File: config.mk
export PLATFORM = sky130hd
export DESIGN_NAME = wave_meter
export DESIGN_NICKNAME = d
export VERILOG_FILES = /design/src/rtl/wave_meter_pkg.sv /design/src/rtl/wave_meter_msb_edge_det.sv /design/src/rtl/wave_meter.sv
export SDC_FILE = /design/constraint.sdc
export NUM_CORES = 1
export LEC_CHECK = 0
export BUFFER_PORTS_ARGS = -buffer_cell sky130_fd_sc_hd__buf_2
export CAP_MARGIN = 20
export CORE_ASPECT_RATIO = 0.6
export CORE_MARGIN = 1.5
export CORE_UTILIZATION = 63
export CTS_BUF_LIST = sky130_fd_sc_hd__clkbuf_16
export CTS_CLUSTER_DIAMETER = 150
export DETAILED_ROUTE_END_ITERATION = 7
export GPL_TIMING_DRIVEN = 1
export HOLD_SLACK_MARGIN = 0.02
export PLACE_DENSITY = 0.86
export RECOVER_POWER = 100
export SYNTH_ARGS = -nofsm -noshare
export SYNTH_HDL_FRONTEND = slang
export SYNTH_SLANG_ARGS = --single-unit
File: constraint.sdc
create_clock -name CLK -period 6.2 [get_ports CLK]
set_clock_uncertainty 0.1 [all_clocks]
set_input_delay 1.86 -clock CLK [delete_from_list [all_inputs] [get_ports CLK]]
set_output_delay 1.86 -clock CLK [all_outputs]
set_load 0.02 [all_outputs]
File: src/rtl/wave_meter_pkg.sv
// Shared types and constants for the DDS waveform meter.
// Holds the FSM state encoding and counter helpers.
package wave_meter_pkg;

    localparam int TMO_W_DEF = 24;
    localparam logic [31:0] CNT_MAX = 32'hFFFF_FFFF;

    typedef enum logic [1:0] {
        IDLE = 2'd0,
        ARM  = 2'd1,
        MEAS = 2'd2,
        DONE = 2'd3
    } state_t;

    function automatic logic [31:0] sat_inc(
        input logic [31:0] a,
        input logic        b
    );
        if (a == CNT_MAX) begin
            return a;
        end
        return a + {31'd0, b};
    endfunction

endpackage

File: src/rtl/wave_meter_msb_edge_det.sv
// Registers the DDS MSB and flags a 0->1 transition.
// The registered copy doubles as the sample used by the high counter.
module msb_edge_det (
    input  logic CLK,
    input  logic RESET,
    input  logic msb,
    output logic msb_d,
    output logic rise
);

    always_ff @(posedge CLK) begin
        if (RESET) begin
            msb_d <= 1'b0;
        end else begin
            msb_d <= msb;
        end
    end

    assign rise = msb & ~msb_d;

endmodule

File: src/rtl/wave_meter.sv
// Measures period and high time of the DDS MSB over NPER periods,
// aborting with TIMEOUT when edges stop arriving.
module wave_meter
    import wave_meter_pkg::*;
#(
    parameter int TMO_W = TMO_W_DEF
) (
    input  logic        CLK,
    input  logic        RESET,
    input  logic        START,
    input  logic [31:0] DDS_IN,
    input  logic [7:0]  NPER,
    output logic        BUSY,
    output logic        VALID,
    output logic [31:0] PERIOD,
    output logic [31:0] HIGH,
    output logic        TIMEOUT
);

    localparam logic [TMO_W-1:0] TMO_ONE = {{(TMO_W-1){1'b0}}, 1'b1};
    // Compare one short of all-ones so the exit edge lands when the
    // counter would reach 2^TMO_W-1.
    localparam logic [TMO_W-1:0] TMO_LIM = {{(TMO_W-1){1'b1}}, 1'b0};

    state_t state;
    state_t state_nxt;

    logic             msb_d;
    logic             rise;
    logic [7:0]       nper_q;
    logic [7:0]       edge_cnt;
    logic [31:0]      period_cnt;
    logic [31:0]      high_cnt;
    logic [31:0]      period_nxt;
    logic [31:0]      high_nxt;
    logic [TMO_W-1:0] tmo_cnt;
    logic             tmo_hit;
    logic             close;
    logic             unused_dds;

    assign unused_dds = ^DDS_IN[30:0];

    msb_edge_det u_edge (
        .CLK   (CLK),
        .RESET (RESET),
        .msb   (DDS_IN[31]),
        .msb_d (msb_d),
        .rise  (rise)
    );

    // Counters run on the registered MSB, so the arming rise cycle is
    // included and the closing rise cycle is not.
    assign period_nxt = sat_inc(period_cnt, 1'b1);
    assign high_nxt   = sat_inc(high_cnt, msb_d);
    assign tmo_hit    = (tmo_cnt == TMO_LIM);
    assign close      = rise && ((edge_cnt + 8'd1) == nper_q);

    always_ff @(posedge CLK) begin
        if (RESET) begin
            state <= IDLE;
        end else begin
            state <= state_nxt;
        end
    end

    always_comb begin
        state_nxt = state;
        unique case (state)
            IDLE: begin
                if (START) begin
                    state_nxt = ARM;
                end
            end
            ARM: begin
                if (rise) begin
                    state_nxt = MEAS;
                end else if (tmo_hit) begin
                    state_nxt = DONE;
                end
            end
            MEAS: begin
                if (rise) begin
                    if (close) begin
                        state_nxt = DONE;
                    end
                end else if (tmo_hit) begin
                    state_nxt = DONE;
                end
            end
            DONE: begin
                state_nxt = IDLE;
            end
        endcase
    end

    always_comb begin
        BUSY  = 1'b0;
        VALID = 1'b0;
        unique case (state)
            IDLE: ;
            ARM:  BUSY  = 1'b1;
            MEAS: BUSY  = 1'b1;
            DONE: VALID = 1'b1;
        endcase
    end

    always_ff @(posedge CLK) begin
        if (RESET) begin
            nper_q     <= 8'd0;
            edge_cnt   <= 8'd0;
            period_cnt <= 32'd0;
            high_cnt   <= 32'd0;
            tmo_cnt    <= '0;
            PERIOD     <= 32'd0;
            HIGH       <= 32'd0;
            TIMEOUT    <= 1'b0;
        end else begin
            unique case (state)
                IDLE: begin
                    if (START) begin
                        nper_q  <= (NPER == 8'd0) ? 8'd1 : NPER;
                        tmo_cnt <= '0;
                    end
                end
                ARM: begin
                    if (rise) begin
                        period_cnt <= 32'd0;
                        high_cnt   <= 32'd0;
                        edge_cnt   <= 8'd0;
                        tmo_cnt    <= '0;
                    end else if (tmo_hit) begin
                        PERIOD  <= 32'd0;
                        HIGH    <= 32'd0;
                        TIMEOUT <= 1'b1;
                    end else begin
                        tmo_cnt <= tmo_cnt + TMO_ONE;
                    end
                end
                MEAS: begin
                    period_cnt <= period_nxt;
                    high_cnt   <= high_nxt;
                    if (rise) begin
                        tmo_cnt  <= '0;
                        edge_cnt <= edge_cnt + 8'd1;
                        if (close) begin
                            PERIOD  <= period_nxt;
                            HIGH    <= high_nxt;
                            TIMEOUT <= 1'b0;
                        end
                    end else if (tmo_hit) begin
                        PERIOD  <= 32'd0;
                        HIGH    <= 32'd0;
                        TIMEOUT <= 1'b1;
                    end else begin
                        tmo_cnt <= tmo_cnt + TMO_ONE;
                    end
                end
                DONE: ;
            endcase
        end
    end

endmodule

==> impl_metrics.json <==
{
  "status": "complete, but fails checks",
  "violations": "max-capacitance violations, max-slew violations",
  "cp.arrival_ns": 4.80,
  "leakagePower_uw": 0.00301,
  "setup_tns_ns": 0,
  "vias": 7558,
  "fin_crit_sh_pct": 73.4,
  "drt_iter0_drc": 841,
  "synth_area_um2": 8420,
  "maxCapViolations": 2,
  "ctsHoldBuffers": 0,
  "clock_path_buffers": 2,
  "worst_setup_path_end_kind": "register",
  "max_freq_ghz": 0.220,
  "syn_avg_cell_area_um2": 8.87,
  "hpwl_um": 13400,
  "max_stage_delay_ns": 1.29,
  "synth_cell_type_count": 64,
  "critPathTopFamily": "compound AO/OA/AOI/OAI gates",
  "die_area_um2": 14100,
  "worstSkewPairLatency_ns": 0.43,
  "nFillCells": 1018,
  "drv_slew": 58,
  "seqPwrFrac_pct": 47.9,
  "ys_ff_latch": 172,
  "portBuffers": 78,
  "syn_inst": 949,
  "layout_commonest_cell": "dfxtp_1",
  "grt_pass1_wl_um": 33600,
  "totalWireLength_um": 20200,
  "holdWs_ns": 0.362,
  "cts_num_sinks": 172,
  "cp_common_cell": "clkbuf_1",
  "cts_setup_buffers": 0,
  "ys_warn_count": 0,
  "die_w_um": 152,
  "postSynth.asyncResetShare_pct": 0,
  "ant_nets": 0,
  "hp-class": "register to register",
  "core.rowCount": 32,
  "syn_nets": 1004,
  "cts_tree": "yes",
  "critPathLaunchType": "input pin",
  "cp_slowest_cell": "o21ai_1",
  "cts-root-buf": "clkbuf_16",
  "min_period_ns": 4.55,
  "wl_per_cell_um": 17.2,
  "core_area_um2": 12900,
  "switchingPower_uw": 633,
  "regArea_um2": 3440,
  "required_ns": 6.44,
  "final_cells": 1176,
  "cts.htree.levels": 4,
  "grt_max_degree": 75,
  "syn_to_final_growth_pct": 9.14,
  "place_congestion": 0.905,
  "layout_common_cells": "dfxtp_1, nand2_1, clkbuf_1",
  "synth_edf_count": 0,
  "antennaDiodeCount": 0,
  "critical_path_buf_inv_count": 2,
  "grt_pass1_vias": 6692,
  "finalInstanceArea_um2": 9190,
  "dr.pass1.iters": 5,
  "die_y_um": 92.6,
  "cts_resized": 0,
  "dp.cells": 1144,
  "avgViaCountPerCell": 6.43,
  "crit_fanout": 24,
  "multi_input_area_um2": 4610,
  "switching_share_pct": 26.8,
  "ys_seq_area_share_pct": 40.9,
  "cts_made_buffers": 17,
  "drc_errors": 0,
  "power_frac_comb_pct": 10.7,
  "hold_viol_final": 0,
  "power_density_nw_per_um2": 258,
  "start_util_pct": 65.1,
  "grt-ovfl-total": 0,
  "finalNetCount": 1048,
  "clock_power_share_pct": 41.4,
  "antenna_found_initial": 0,
  "io_pins": 110,
  "setup_viol": 0,
  "relSlewSlack_pct": -15.0,
  "tightest_slew_ns": 1.71,
  "placed_area_um2": 8810,
  "path_cells": "clkbuf_1, nand2b_1, a21o_1, o21ai_1, clkbuf_1, o2bb2ai_1",
  "rsz0062_at_grt": "false",
  "synth-main-ff-cell": "dfxtp_1",
  "internal_power_uw": 1730,
  "layout-drive-gt1-share_pct": 5.67,
  "path_clk_slew_ns": 0.06,
  "grt_usage_pct": 29.0,
  "critPathKind": "input pin to register",
  "ir_worst_vdd_v": 0.000190
}
-- worst reg2reg max path: stages (launching register included) --
cell and delay, ns:
dfxtp_1 0.46, ha_1 0.34, nand2_1 0.11, or3_1 0.35
and4b_1 0.21, a311oi_2 0.31, nor4_1 0.10, o21ai_1 1.30
clkbuf_1 0.92, o2bb2ai_1 0.21
-- area by class of cell --
class                   count  area share [%]
repair buffers             88            3.96
flip-flops and latches    172            37.5
clock inverters            15            1.18
multi-input cells         707            50.2
well taps                 170            2.31
clock buffers              17            4.63
inverters                   7           0.286
-- layer usage --
metal / track usage, % / part of all wire [%] / vias up
li1: - / - / 3617
met1: 42.6 / 48 / 3582
met2: 42.8 / 43 / 329
met3: 5.52 / 7.7 / 30
met4: 8.74 / 1.1 / 0
met5: 0 / 0 / -
-- flip-flops by register name, indices dropped and copies added, names as in the netlist --
register      count
HIGH             32
PERIOD           32
TIMEOUT           1
edge_cnt          8
high_cnt         32
nper_q            8
period_cnt       32
state             2
tmo_cnt          24
u_edge.msb_d      1
-- cells by family after synthesis --
family	share of synthesized area, %
AND/OR/NAND/NOR	21.4
AO/OA/AOI/OAI	22.5
flip-flops	40.9
XOR/XNOR	9.05
buffers and inverters	4.01
adder cells (fa/ha/maj)	1.78
multiplexers	0.371
-- power by group through the flow --
stage	clock network [uW]	registers [uW]	logic [uW]
3_3_place_gp	0	1160	244
5_1_grt	1030	1140	276
2_1_floorplan	0	1150	188
6_report	981	1130	253
4_1_cts	990	1130	255
3_5_place_dp	0	1160	254
-- through the flow --
| stage | util (%) | power (uW) | setup WS (ns) |
|---|---|---|---|
| after floorplan | - | 1340 | 2.77 |
| after global placement | 67.9 | 1400 | 2.14 |
| after detailed placement | 68.1 | 1410 | 2.11 |
| after CTS | 72.3 | 2380 | 2.55 |
| after global routing | 71.1 | 2440 | 1.38 |
| final | 71.1 | 2370 | 1.65 |
-- Yosys cell counts (all sizes together), types with 7 or more instances --
library cell	count	area (um^2)
a211oi	7	52.6
a21o	8	60.1
a21oi	58	290
a311oi	23	208
a31oi	15	93.8
and2	15	93.8
and3	23	144
and4	24	210
buf	25	166
clkbuf	38	145
dfxtp	172	3440
ha	12	150
inv	7	26.3
nand2	84	315
nand3	36	185
nand4	29	181
nor2	69	259
nor3	25	125
nor4	9	68.8
o211a	7	70.1
o21ai	46	241
o2bb2ai	64	617
o31ai	10	75.1
or3	12	75.1
xnor2	35	307
xor2	52	455
-- path summary, 6_finish.rpt --
path | to | startpoint | slack [ns] | cells after the start
setup reg to reg | HIGH[10] | edge_cnt[0] | 1.69 | 9
hold reg to reg | PERIOD[2] | PERIOD[2] | 0.36 | 1
hold / removal | PERIOD[2] | PERIOD[2] | 0.36 | 1
setup / recovery | HIGH[10] | DDS_IN[31] | 1.65 | 6
(Power assumes the default switching activity.)
